===== src/rtl/clk_meter_pkg.sv =====
// clk_meter_pkg: state encoding, default sizes and saturation helper shared by clk_div_meter.
package clk_meter_pkg;
    typedef enum logic [1:0] {IDLE, ARM, MEASURE} state_t;
    localparam int CNT_W_DEF = 8;
    localparam int LOCK_CNT_DEF = 4;
    function automatic int sat_val(input int w);
        return (1 << w) - 1;
    endfunction
endpackage


===== src/rtl/clk_div_meter_rise_detect.sv =====
// rise_detect: registered sample of a same-domain signal plus its rising-edge strobe.
module rise_detect (
    input  logic clk,
    input  logic rst,
    input  logic d,
    output logic rise
);
    logic q;
    always_ff @(posedge clk) q <= rst ? 1'b0 : d;
    assign rise = d & ~q;
endmodule


===== src/rtl/clk_div_meter.sv =====
// clk_div_meter: measures period/high time of a CLK_Ref-derived divided clock with lock and stuck flags.
// Optional duty-cycle error output Duty_err is enabled by defining DUTY_CHECK_EN.
module clk_div_meter
    import clk_meter_pkg::*;
#(
    parameter int CNT_W    = CNT_W_DEF,
    parameter int LOCK_CNT = LOCK_CNT_DEF
) (
    input  logic             CLK_Ref,
    input  logic             Reset,
    input  logic             Meas_EN,
    input  logic             Sig_in,
    output logic [CNT_W-1:0] Period,
    output logic [CNT_W-1:0] High_time,
    output logic             Meas_valid,
    output logic             Locked,
`ifdef DUTY_CHECK_EN
    output logic             Stuck,
    output logic             Duty_err
`else
    output logic             Stuck
`endif
);
    localparam logic [CNT_W-1:0] SAT = CNT_W'(sat_val(CNT_W));
    localparam int MW = $clog2(LOCK_CNT + 1);
    localparam logic [MW-1:0] LOCK_V = MW'(LOCK_CNT);

    state_t state, state_n;
    logic [CNT_W-1:0] cnt, cnt_n, hcnt, hcnt_n, wcnt, wcnt_n, period_n, high_n;
    logic [MW-1:0] match, match_n;
    logic valid_n, locked_n, stuck_n, rise;

    rise_detect u_rise (.clk(CLK_Ref), .rst(Reset), .d(Sig_in), .rise(rise));

`ifdef DUTY_CHECK_EN
    logic [CNT_W:0] dbl_high, ext_per, duty_diff;
    logic duty_n;
    assign dbl_high  = {hcnt, 1'b0};
    assign ext_per   = {1'b0, cnt};
    assign duty_diff = dbl_high > ext_per ? dbl_high - ext_per : ext_per - dbl_high;
`endif

    always_comb begin
        state_n  = state;
        cnt_n    = cnt;
        hcnt_n   = hcnt;
        wcnt_n   = '0;
        period_n = Period;
        high_n   = High_time;
        valid_n  = 1'b0;
        locked_n = Locked;
        stuck_n  = Stuck;
        match_n  = match;
`ifdef DUTY_CHECK_EN
        duty_n   = Duty_err;
`endif
        if (!Meas_EN) begin
            state_n  = IDLE;
            locked_n = 1'b0;
            stuck_n  = 1'b0;
            match_n  = '0;
`ifdef DUTY_CHECK_EN
            duty_n   = 1'b0;
`endif
        end else begin
            case (state)
                IDLE: state_n = ARM;
                ARM: begin
                    if (rise) begin
                        state_n = MEASURE;
                        cnt_n   = CNT_W'(1);
                        hcnt_n  = CNT_W'(1);
                        stuck_n = 1'b0;
                        match_n = '0;
                    end else begin
                        wcnt_n = wcnt == SAT ? SAT : wcnt + 1'b1;
                        if (wcnt == SAT) begin
                            stuck_n  = 1'b1;
                            locked_n = 1'b0;
                            match_n  = '0;
                        end
                    end
                end
                MEASURE: begin
                    if (rise) begin
                        period_n = cnt;
                        high_n   = hcnt;
                        valid_n  = 1'b1;
                        cnt_n    = CNT_W'(1);
                        hcnt_n   = CNT_W'(1);
                        // match==0 marks the first measurement after ARM, which never counts
                        match_n  = (match != '0 && cnt == Period) ? (match == LOCK_V ? match : match + 1'b1) : MW'(1);
                        locked_n = match_n >= LOCK_V;
`ifdef DUTY_CHECK_EN
                        duty_n   = duty_diff > (CNT_W+1)'(1);
`endif
                    end else if (cnt == SAT) begin
                        state_n  = ARM;
                        stuck_n  = 1'b1;
                        locked_n = 1'b0;
                        match_n  = '0;
                    end else begin
                        cnt_n  = cnt + 1'b1;
                        hcnt_n = hcnt == SAT ? hcnt : hcnt + CNT_W'(Sig_in);
                    end
                end
                default: state_n = IDLE;
            endcase
        end
    end

    always_ff @(posedge CLK_Ref) begin
        if (Reset) begin
            state      <= IDLE;
            cnt        <= '0;
            hcnt       <= '0;
            wcnt       <= '0;
            match      <= '0;
            Period     <= '0;
            High_time  <= '0;
            Meas_valid <= 1'b0;
            Locked     <= 1'b0;
            Stuck      <= 1'b0;
`ifdef DUTY_CHECK_EN
            Duty_err   <= 1'b0;
`endif
        end else begin
            state      <= state_n;
            cnt        <= cnt_n;
            hcnt       <= hcnt_n;
            wcnt       <= wcnt_n;
            match      <= match_n;
            Period     <= period_n;
            High_time  <= high_n;
            Meas_valid <= valid_n;
            Locked     <= locked_n;
            Stuck      <= stuck_n;
`ifdef DUTY_CHECK_EN
            Duty_err   <= duty_n;
`endif
        end
    end
endmodule

===== config.mk =====
export PLATFORM = sky130hd
export DESIGN_NAME = clk_div_meter
export DESIGN_NICKNAME = d
export VERILOG_FILES = /design/src/rtl/clk_meter_pkg.sv /design/src/rtl/clk_div_meter_rise_detect.sv /design/src/rtl/clk_div_meter.sv
export SDC_FILE = /design/constraint.sdc
export NUM_CORES = 1
export LEC_CHECK = 0
export BUFFER_PORTS_ARGS = -buffer_cell sky130_fd_sc_hd__buf_4
export CAP_MARGIN = 20
export CORE_UTILIZATION = 45
export CTS_CLUSTER_DIAMETER = 30
export CTS_CLUSTER_SIZE = 20
export DETAILED_ROUTE_END_ITERATION = 16
export GPL_TIMING_DRIVEN = 1
export HOLD_SLACK_MARGIN = 0.06
export SLEW_MARGIN = 15
export SYNTH_ARGS = -nofsm -noshare
export SYNTH_HDL_FRONTEND = slang
export SYNTH_SLANG_ARGS = --single-unit
export TNS_END_PERCENT = 30

===== constraint.sdc =====
create_clock -name CLK_Ref -period 2.7 [get_ports CLK_Ref]
set_input_delay 0.675 -clock CLK_Ref [delete_from_list [all_inputs] [get_ports CLK_Ref]]
set_output_delay 0.675 -clock CLK_Ref [all_outputs]
set_load 0.01 [all_outputs]

==> results.txt, run 1 <==
----------------------------------------------------
[Run status]
  Outcome ... finished clean

[Timing]
  Post-layout worst setup margin ... 0.721 ns
  Number of setup violations in the final report ... 0
  Tmin final ... between 1.5 and 2 ns
  Worst-margin pin slew ... 0.633 ns
  Max-Slew Margin vs Limit ... 57.8%
  Worst setup skew after layout ... around 0.0024 ns
  Setup repair after global routing missed its margin ... no
  Final worst path period share ... 73.3%
  Achievable frequency ... 505 MHz
  Final Hold Vio Count ... 0
  Total negative slack for setup checks ... 0 ns
  Final slew viol count ... 0

[Synth]
  Cell type with the largest total area after synthesis ... dfxtp_1
  Post-Syn Instances ... 285
  Average size of a mapped cell ... 8.42 um2
  Ranking of synthesized cells by instance count ... nand2_1, dfxtp_1, a21oi_1
  Cell variety after synth ... 52
  Syn_nets ... 300
  Post-synth top area share ... 40.9%
  Share of flip-flops with an asynchronous set or reset after synthesis ... 0%
  Synthesized area ... approximately 0.0024 mm2
  EDFF count, synth ... 0
  FF+latch count, synth ... 49
  Top post-synthesis cells by area ... dfxtp_1, nand2_1, a21oi_1
  Leading cell type by number of instances after synthesis ... nand2_1
  Most common flop cell mapped by yosys ... dfxtp_1
  Part of the Yosys area used for sequential elements ... 40.9%
  Number of warnings printed during yosys synthesis ... 0

[CTS]
  CTS buffer count ... 5
  Root Buffer Master ... clkbuf_8
  Hold Buf Count CTS ... 0
  Total number of clock tree sinks ... 49
  Clock insertion delay at the later pin of the skew report ... 0.30 ns
  Post-CTS setup-driven buffer insertion count ... 0
  Bufs on Longest Clock Path ... 2
  Worst-path clk slew ... ~0.080 ns
  TritonCTS clock tree ... yes
  CTS H-tree depth ... 2
  Post-cts gate resize count ... 0

[Global routing]
  Vias in the first global route ... 1794
  Sum of overflow across all layers after global routing ... 0
  Global-route track usage on met3 ... 4.02%
  Global Route met1 Usage ... about 28%
  Antenna violations before repair ... 0
  Pin count of the biggest net entering global routing ... 26
  First-pass GRT wire length ... 8.53 mm
  Busiest grt layer ... met2
  Met2 track demand over resource ... 31.0%
  Tot GR Track Use ... 20.1%

[Place]
  Total placed instance area ... 0.00262 mm2
  Sum of net half-perimeters after detailed placement ... between 3 and 4 mm
  Final weighted congestion in routability-driven placement ... between 0.7 and 0.8
  Worst Setup Slack post-DPL ... 0.545 ns
  # port buffers ... 22

[Worst setup path]
  Category of the worst setup path capture point ... register
  Worst setup path class ... register to register
  Worst path required time ... 2.91 ns
  Slowest cell on the critical path ... or4b_4
  Worst-path cell chain ... inv_1 > ha_1 > or4b_4 > nor3_4 > nand2_1 > o31ai_1
  Critical path startpoint category ... register
  Peak fanout along the critical path ... 9
  Minimum setup slack among reg-to-reg paths ... 0.72 ns
  Largest incremental delay on the critical path ... around 0.62 ns
  Signal arrival time at the worst endpoint ... 2.19 ns

[Pwr]
  Max VDD drop ... 0.227 mV
  Power Dens Cells ... between 400 and 500 mW/mm2
  Static Leak ... 0.990 nW

[Floorplan]
  Starting density of the core ... 47.0%
  Width of the chip ... 75.0 um
  Number of ports placed on the die boundary ... 23
  Die ar. ... 0.00563 mm2
  Number of placement rows ... 26
  Floorplan core area ... 0.00511 mm2
  Height of the die ... 75.0 um

[Layout]
  Fraction of layout cells with a size suffix above 1 ... 13.2%
  Antenna Cells ... 0
  Final-stage net count ... 319
  Final core utilization ... 52.9%
  Layout Cell Area excl Fill ... between 0.002 and 0.003 mm2
  Layout area overhead ... 12.6%

[Drt]
  Antenna-violating nets left ... 0
  Vias ... 1969
  Total routed wirelength ... 4.98 mm
  Remaining design rule violation count ... 0
  Number of detailed-route iterations in the first pass ... 4
  Wirelength per Cell ... roughly 13 um
  Vias per cell ... ~5.3
  1st-iter DRT viols ... 98

[Job]
  Max-Cap Viols ... 0

[Hold path]
  Worst Hold Class ... register to register

----------------------------------------------------
stage by stage:
| stage | hold slack (ns) | power [mW] | std cells |
|---|---|---|---|
| 6_report | 0.459 | 1.24 | 374 |
| 5_1_grt | 0.486 | 1.29 | 374 |
| 4_1_cts | 0.461 | 1.25 | 374 |
| 3_5_place_dp | 0.450 | 0.827 | 367 |
| 3_3_place_gp | 0.445 | 0.827 | 367 |
| 2_1_floorplan | 0.446 | 0.804 | 285 |
final cells by class:
type / count / area, um2
multi-input combinational: 214 / 1330
inverter: 10 / 37.5
fill: 525 / 2410
tap: 70 / 87.6
clock buffer: 7 / 86.3
timing repair buffer: 24 / 180
sequential: 49 / 981
cells by family (layout without fill, tap and decap cells):
group | Yosys count | after routing | share of synthesized area (%)
compound gates | 66 | 66 | 17.9
flops | 49 | 49 | 40.9
simple gates | 121 | 121 | 25.8
xor+xnor | 13 | 13 | 4.75
buf+inv | 22 | 41 | 3.70
fa+ha+maj | 11 | 11 | 5.74
mux | 3 | 3 | 1.25
critical path, delay by kind of cell (launching register included):
family          cells  cell delay [ns]
flops               1             0.39
fa+ha+maj           1             0.29
simple gates        3             0.90
buf+inv             1             0.09
compound gates      1             0.21
path summary, 6_finish.rpt:
path                                                start                        end  depth (start not counted)
worst max-delay path                state[1]$_SDFFE_PP0P_       hcnt[7]$_SDFFE_PP0P_                          6
worst max register to register      state[1]$_SDFFE_PP0P_       hcnt[7]$_SDFFE_PP0P_                          6
worst min register to register  High_time[3]$_SDFFE_PP0P_  High_time[3]$_SDFFE_PP0P_                          2
worst min-delay path            High_time[3]$_SDFFE_PP0P_  High_time[3]$_SDFFE_PP0P_                          2
metal layers:
metal	vias to the layer above	wire [um]	share of wire, %
met5	-	0	0
met1	896	2580	52
met4	0	73	1.5
li1	1051	-	-
met3	7	106	2.1
met2	15	2220	45
sequential cells by signal (all words and copies together), names as in the netlist:
name / flops
cnt: 8
Locked: 1
Meas_valid: 1
Period: 8
match: 3
state: 2
u_rise.q: 1
wcnt: 8
Stuck: 1
hcnt: 8
High_time: 8
cells in the final DEF (no fill, tap or decap), types with 9 or more instances in the layout:
cell,n
a21oi_1,28
buf_4,24
dfxtp_1,49
ha_1,11
inv_1,10
nand2_1,57
nand3_1,10
nor2_1,13
xnor2_1,9
where the power goes:
part	internal, mW	total, mW	switching (mW)
sequential	0.728	0.735	0.00689
clock	0.204	0.430	0.226
combinational	0.0255	0.0752	0.0497
Power figures use the tool's default switching activity.
==> run 2: changes to the inputs <==
==> constraint.sdc (replaced) <==
create_clock -name CLK_Ref -period 2 [get_ports CLK_Ref]
set_input_delay 0.5 -clock CLK_Ref [delete_from_list [all_inputs] [get_ports CLK_Ref]]
set_output_delay 0.5 -clock CLK_Ref [all_outputs]
set_load 0.01 [all_outputs]
==> run 2 against run 1 <==
Total power rose by 36%. Clock power increased by 35%. Fmax is 5.3% higher. Core utilization up 3.3 points. Combinational power grew 65%. First-iteration DRC count is 29% lower. Clock-buffer cell count is the same. Critical path type unchanged. Critical endpoint is now hcnt[6]$_SDFFE_PP0P_. Largest power group unchanged.
==> results.txt, run 2 (same netlist as run 1, synthesis figures left out) <==
----------------------------------------------------
[Run status]
  Outcome ... finished clean

[Drt]
  Antenna-violating nets left ... 0
  Total routed wirelength ... between 5 and 6 mm
  Remaining design rule violation count ... 0
  Number of detailed-route iterations in the first pass ... 4
  Wirelength per Cell ... 13.3 um
  Vias ... 2085
  1st-iter DRT viols ... 70
  Vias per cell ... 5.27

[Global routing]
  Pin count of the biggest net entering global routing ... 17
  Antenna violations before repair ... 0
  Vias in the first global route ... about 1900
  First-pass GRT wire length ... 8.94 mm
  Sum of overflow across all layers after global routing ... 0
  Tot GR Track Use ... 21.0%

[Pwr]
  Max VDD drop ... 0.352 mV
  Relative contribution of sequential cells to total power ... 58.4%
  Switching power as a share of total power ... a little under a quarter
  NetSw ... 0.385 mW
  Power Internal ... 1.31 mW
  Combinational fraction of design power ... 7.3%
  Clk network pwr share ... around a third
  Static Leak ... around 1.1 nW
  Tot Pwr ... 1.69 mW
  Power Dens Cells ... 590 mW/mm2

[Floorplan]
  Number of ports placed on the die boundary ... 23
  Width of the chip ... approximately 75 um
  Number of placement rows ... 26
  Die ar. ... 0.00563 mm2
  Floorplan core area ... 0.00511 mm2
  Height of the die ... 75.0 um
  Starting density of the core ... 47.0%

[CTS]
  CTS buffer count ... 5
  Clock insertion delay at the later pin of the skew report ... 0.30 ns
  Total number of clock tree sinks ... 49
  Bufs on Longest Clock Path ... 2
  CTS H-tree depth ... 2
  Post-CTS setup-driven buffer insertion count ... 0
  Worst-path clk slew ... 0.08 ns
  Hold Buf Count CTS ... 0
  TritonCTS clock tree ... yes
  Root Buffer Master ... clkbuf_8

[Place]
  Sum of net half-perimeters after detailed placement ... a little under 4 mm
  Final weighted congestion in routability-driven placement ... 0.819
  # port buffers ... 22
  Worst Setup Slack post-DPL ... 0.0774 ns

[Timing]
  Worst-margin pin slew ... 0.468 ns
  Number of setup violations in the final report ... 0
  Post-layout worst setup margin ... 0.121 ns
  Setup repair after global routing missed its margin ... no
  Achievable frequency ... approximately 530 MHz
  Final slew viol count ... 0
  Final worst path period share ... 93.9%
  Final Hold Vio Count ... 0
  Total negative slack for setup checks ... 0 ns
  Worst setup skew after layout ... 0.00510 ns
  Tmin final ... 1.88 ns
  Max-Slew Margin vs Limit ... 68.8%

[Layout]
  Most frequent cells in the layout ... nand2_1, dfxtp_1, buf_4
  Commonest non-fill, non-tap cell in the layout ... nand2_1
  Final-stage net count ... 341
  Fraction of layout cells with a size suffix above 1 ... 19.3%
  Layout area overhead ... 19.6%
  Antenna Cells ... 0
  Final core utilization ... 56.1%

[Worst setup path]
  Category of the worst setup path capture point ... register
  Signal arrival time at the worst endpoint ... ~2.1 ns
  Peak fanout along the critical path ... 5
  Critical path startpoint category ... register
  Worst path required time ... 2.22 ns
  Worst setup path class ... register to register

[Hold path]
  Worst Hold Class ... register to register

[Job]
  Max-Cap Viols ... 0

----------------------------------------------------
## run 2: cell count changes in the layout (fill, tap and decap cells not counted)
cell,previous run,this run
buf_4,24,46
dfxtp_1,49,48
dfxtp_2,0,1
## run 2: worst max-delay path: stages (launching register included)
cell,delay [ns]
dfxtp_2,0.35
inv_1,0.08
ha_1,0.27
nand2_1,0.07
or4b_4,0.54
nor3_4,0.17
nand3_1,0.14
o31ai_2,0.18
## run 2: path summary, 6_finish.rpt
kind                                                start                   endpoint  slack (ns)  depth (start not counted)
worst max register to register      state[1]$_SDFFE_PP0P_       hcnt[6]$_SDFFE_PP0P_        0.12                          7
worst min-delay path            High_time[3]$_SDFFE_PP0P_  High_time[3]$_SDFFE_PP0P_        0.46                          2
worst min register to register  High_time[3]$_SDFFE_PP0P_  High_time[3]$_SDFFE_PP0P_        0.46                          2
worst max-delay path                state[1]$_SDFFE_PP0P_       hcnt[6]$_SDFFE_PP0P_        0.12                          7
## run 2: per-layer routing
metal	vias to the layer above	GRT usage [%]	wire, um
li1	1091	-	-
met1	966	27.9	2570
met2	22	35.0	2490
met3	6	3.61	127
met4	0	6.50	72
met5	-	0	0
## run 2: what timing repair did
action,CTS,global route
hold endpoints to repair,0,0
gates resized for setup,0,1
endpoints found under the setup margin,0,4
## run 2: stage by stage
stage / std cells / hold slack, ns / cell area (um2)
6_report: 396 / 0.458 / 2870
5_1_grt: 396 / 0.481 / 2870
2_1_floorplan: 285 / 0.446 / 2400
3_5_place_dp: 389 / 0.450 / 2780
4_1_cts: 396 / 0.459 / 2870
3_3_place_gp: 389 / 0.444 / 2780
## run 2: cell type report
class                   instances  area (um2)
inverters                      10        37.5
fillers                       492        2240
clock buffers                   7        86.3
repair buffers                 46         345
well taps                      70        87.6
flip-flops and latches         49         982
multi-input cells             214        1330
## run 2: power groups by stage
stage	logic (mW)	registers, mW	clock network, mW
after global routing	0.140	0.991	0.634
after CTS	0.125	0.989	0.607
after global placement	0.124	1.01	0
after floorplan	0.0720	1.01	0
after detailed placement	0.124	1.01	0
final	0.124	0.989	0.579
==> run 3: changes to the inputs <==
--- a/config.mk
+++ b/config.mk
@@ -5,6 +5,7 @@
 export SDC_FILE = /design/constraint.sdc
 export NUM_CORES = 1
 export LEC_CHECK = 0
+export ABC_AREA = 1
 export BUFFER_PORTS_ARGS = -buffer_cell sky130_fd_sc_hd__buf_4
 export CAP_MARGIN = 20
 export CORE_UTILIZATION = 45
==> run 3 against run 2 <==
Clock skew hardly changed. Routed wire length is 7.8% higher. Sequential share of layout area is 2.0 points lower. Synthesized area is 12% higher. Non-clock buffer count is 18 lower. Flip-flop and latch count stayed put. Largest cell class unchanged. Largest power group unchanged.
==> results.txt, run 3 <==
----------------------------------------------------
[Global routing]
  Pin count of the biggest net entering global routing ... 22
  Tot GR Track Use ... 19.7%
  Antenna violations before repair ... 0
  First-pass GRT wire length ... 9.73 mm
  Sum of overflow across all layers after global routing ... 0
  Vias in the first global route ... 2077

[Floorplan]
  Floorplan core area ... 0.00561 mm2
  Die ar. ... between 0.006 and 0.007 mm2
  Height of the die ... approximately 80 um
  Number of ports placed on the die boundary ... 23
  Starting density of the core ... 47.8%
  Width of the chip ... 79.2 um
  Number of placement rows ... 27

[CTS]
  Root Buffer Master ... clkbuf_8
  Total number of clock tree sinks ... 49
  TritonCTS clock tree ... yes
  Clock insertion delay at the later pin of the skew report ... 0.30 ns
  Hold Buf Count CTS ... 0
  CTS H-tree depth ... 2
  CTS buffer count ... 5
  Worst-path clk slew ... 0.09 ns
  Bufs on Longest Clock Path ... 2

[Worst setup path]
  Worst setup path class ... register to register
  Critical path startpoint category ... register
  Category of the worst setup path capture point ... register
  Signal arrival time at the worst endpoint ... 2.01 ns
  Peak fanout along the critical path ... 12
  Worst path required time ... 2.20 ns

[Synth]
  Share of flip-flops with an asynchronous set or reset after synthesis ... 0%
  FF+latch count, synth ... 49
  EDFF count, synth ... 0
  Post-synth top area share ... a little over a third
  Number of warnings printed during yosys synthesis ... 0
  Post-Syn Instances ... 377
  Most common flop cell mapped by yosys ... dfxtp_1
  Top post-synthesis cells by area ... dfxtp_1, nand2_1, inv_1
  Cell variety after synth ... 34
  Cell type with the largest total area after synthesis ... dfxtp_1
  Synthesized area ... 0.00268 mm2
  Part of the Yosys area used for sequential elements ... 36.6%
  Leading cell type by number of instances after synthesis ... nand2_1
  Average size of a mapped cell ... 7.11 um2
  Syn_nets ... 392
  Ranking of synthesized cells by instance count ... nand2_1, dfxtp_1, inv_1

[Place]
  # port buffers ... 22
  Sum of net half-perimeters after detailed placement ... around 4.3 mm
  Final weighted congestion in routability-driven placement ... 0.775

[Drt]
  Wirelength per Cell ... 11.9 um
  Total routed wirelength ... 5.67 mm
  Vias ... 2288
  Number of detailed-route iterations in the first pass ... 4
  1st-iter DRT viols ... 113
  Antenna-violating nets left ... 0
  Vias per cell ... 4.82
  Remaining design rule violation count ... 0

[Timing]
  Final Hold Vio Count ... 0
  Max-Slew Margin vs Limit ... 73.8%
  Final worst path period share ... 90.7%
  Number of setup violations in the final report ... 0
  Achievable frequency ... about 550 MHz
  Tmin final ... 1.81 ns
  Final-layout worst hold slack ... 0.440 ns
  Total negative slack for setup checks ... 0 ns
  Setup repair after global routing missed its margin ... no
  Final slew viol count ... 0
  Worst-margin pin slew ... slightly below 0.4 ns
  Worst setup skew after layout ... 0.00494 ns

[Layout]
  Most frequent cells in the layout ... nand2_1, dfxtp_1, inv_1
  Commonest non-fill, non-tap cell in the layout ... nand2_1
  Fraction of layout cells with a size suffix above 1 ... 16.9%
  Layout area overhead ... 13.3%
  Antenna Cells ... 0
  Final-stage net count ... 417

[Pwr]
  Power Dens Cells ... between 600 and 700 mW/mm2
  Static Leak ... 1.28 nW
  Max VDD drop ... 0.314 mV

[Run status]
  Outcome ... finished clean

[Hold path]
  Worst Hold Class ... input pin to register

[Job]
  Max-Cap Viols ... 0

----------------------------------------------------
run 3: changes by cell type after synthesis, moves of 5 or more:
cell,delta
nor2_1,+26
inv_1,+34
nand3_1,+22
inv_2,+5
o211ai_1,-6
o21ai_0,+10
nand2_1,+29
and3_1,-6
nand2_2,+7
run 3: critical path, cell delays in order, from the launching register on:
cell and delay, ns:
dfxtp_1 0.39, inv_1 0.10, ha_1 0.32, nand2_1 0.15, nor2_8 0.18, nand3_2 0.25
o21ai_0 0.25, nor2_1 0.06
run 3: repair_timing:
action                                  4_1_cts  5_1_grt
gates resized for setup                       0        1
endpoints found under the setup margin        0        4
setup buffers                                 0        0
run 3: worst paths after layout:
check | start | to | slack [ns] | cells past startpoint
setup reg to reg | state[0]$_SDFFE_PP0P_ | hcnt[5]$_SDFFE_PP0P_ | 0.19 | 7
setup / recovery | state[0]$_SDFFE_PP0P_ | hcnt[5]$_SDFFE_PP0P_ | 0.19 | 7
hold reg to reg | High_time[0]$_SDFFE_PP0P_ | High_time[0]$_SDFFE_PP0P_ | 0.47 | 2
hold / removal | Sig_in | u_rise.q$_SDFF_PP0_ | 0.44 | 3
run 3: logic make-up after synthesis:
| family | share of synthesized area [%] |
|---|---|
| buf+inv | 9.47 |
| flops | 36.6 |
| fa+ha+maj | 5.13 |
| xor+xnor | 3.27 |
| compound gates | 12.4 |
| simple gates | 33.1 |
run 3: per-stage QoR:
| step | instance area [um2] | worst slack (ns) | power [mW] | utilization, % | cells |
|---|---|---|---|---|---|
| 2_1_floorplan | 2680 | 0.496 | 1.21 | - | 377 |
| 3_3_place_gp | 2920 | 0.174 | 1.27 | 52.0 | 467 |
| 3_5_place_dp | 2920 | 0.141 | 1.27 | 52.0 | 467 |
| 4_1_cts | 3040 | 0.137 | 2.02 | 54.1 | 475 |
| 5_1_grt | 3040 | 0.00143 | 2.09 | 54.2 | 475 |
| 6_report | 3040 | 0.186 | 1.99 | 54.2 | 475 |
run 3: per-layer routing:
metal  GRT usage (%)  vias up  share of wire, %  wire length (um)
li1                -     1255                 -                 -
met1            27.5      994                53              2980
met2            30.9       32                43              2430
met3            3.68        7               3.5               201
met4            5.27        0              0.93                53
met5               0        -                 0                 0
run 3: layout make-up:
| type | count | area (um2) |
|---|---|---|
| Clock buffer | 6 | 82.6 |
| Clock inverter | 2 | 37.5 |
| Fill cell | 575 | 2570 |
| Inverter | 50 | 188 |
| Multi-Input combinational cell | 268 | 1450 |
| Sequential cell | 49 | 981 |
| Tap cell | 72 | 90.1 |
| Timing Repair Buffer | 28 | 210 |
run 3: power by group:
group | internal (mW) | total [mW] | switching [mW]
combinational | 0.0800 | 0.231 | 0.151
clock | 0.407 | 0.745 | 0.338
sequential | 0.996 | 1.02 | 0.0203
total | 1.48 | 1.99 | 0.510
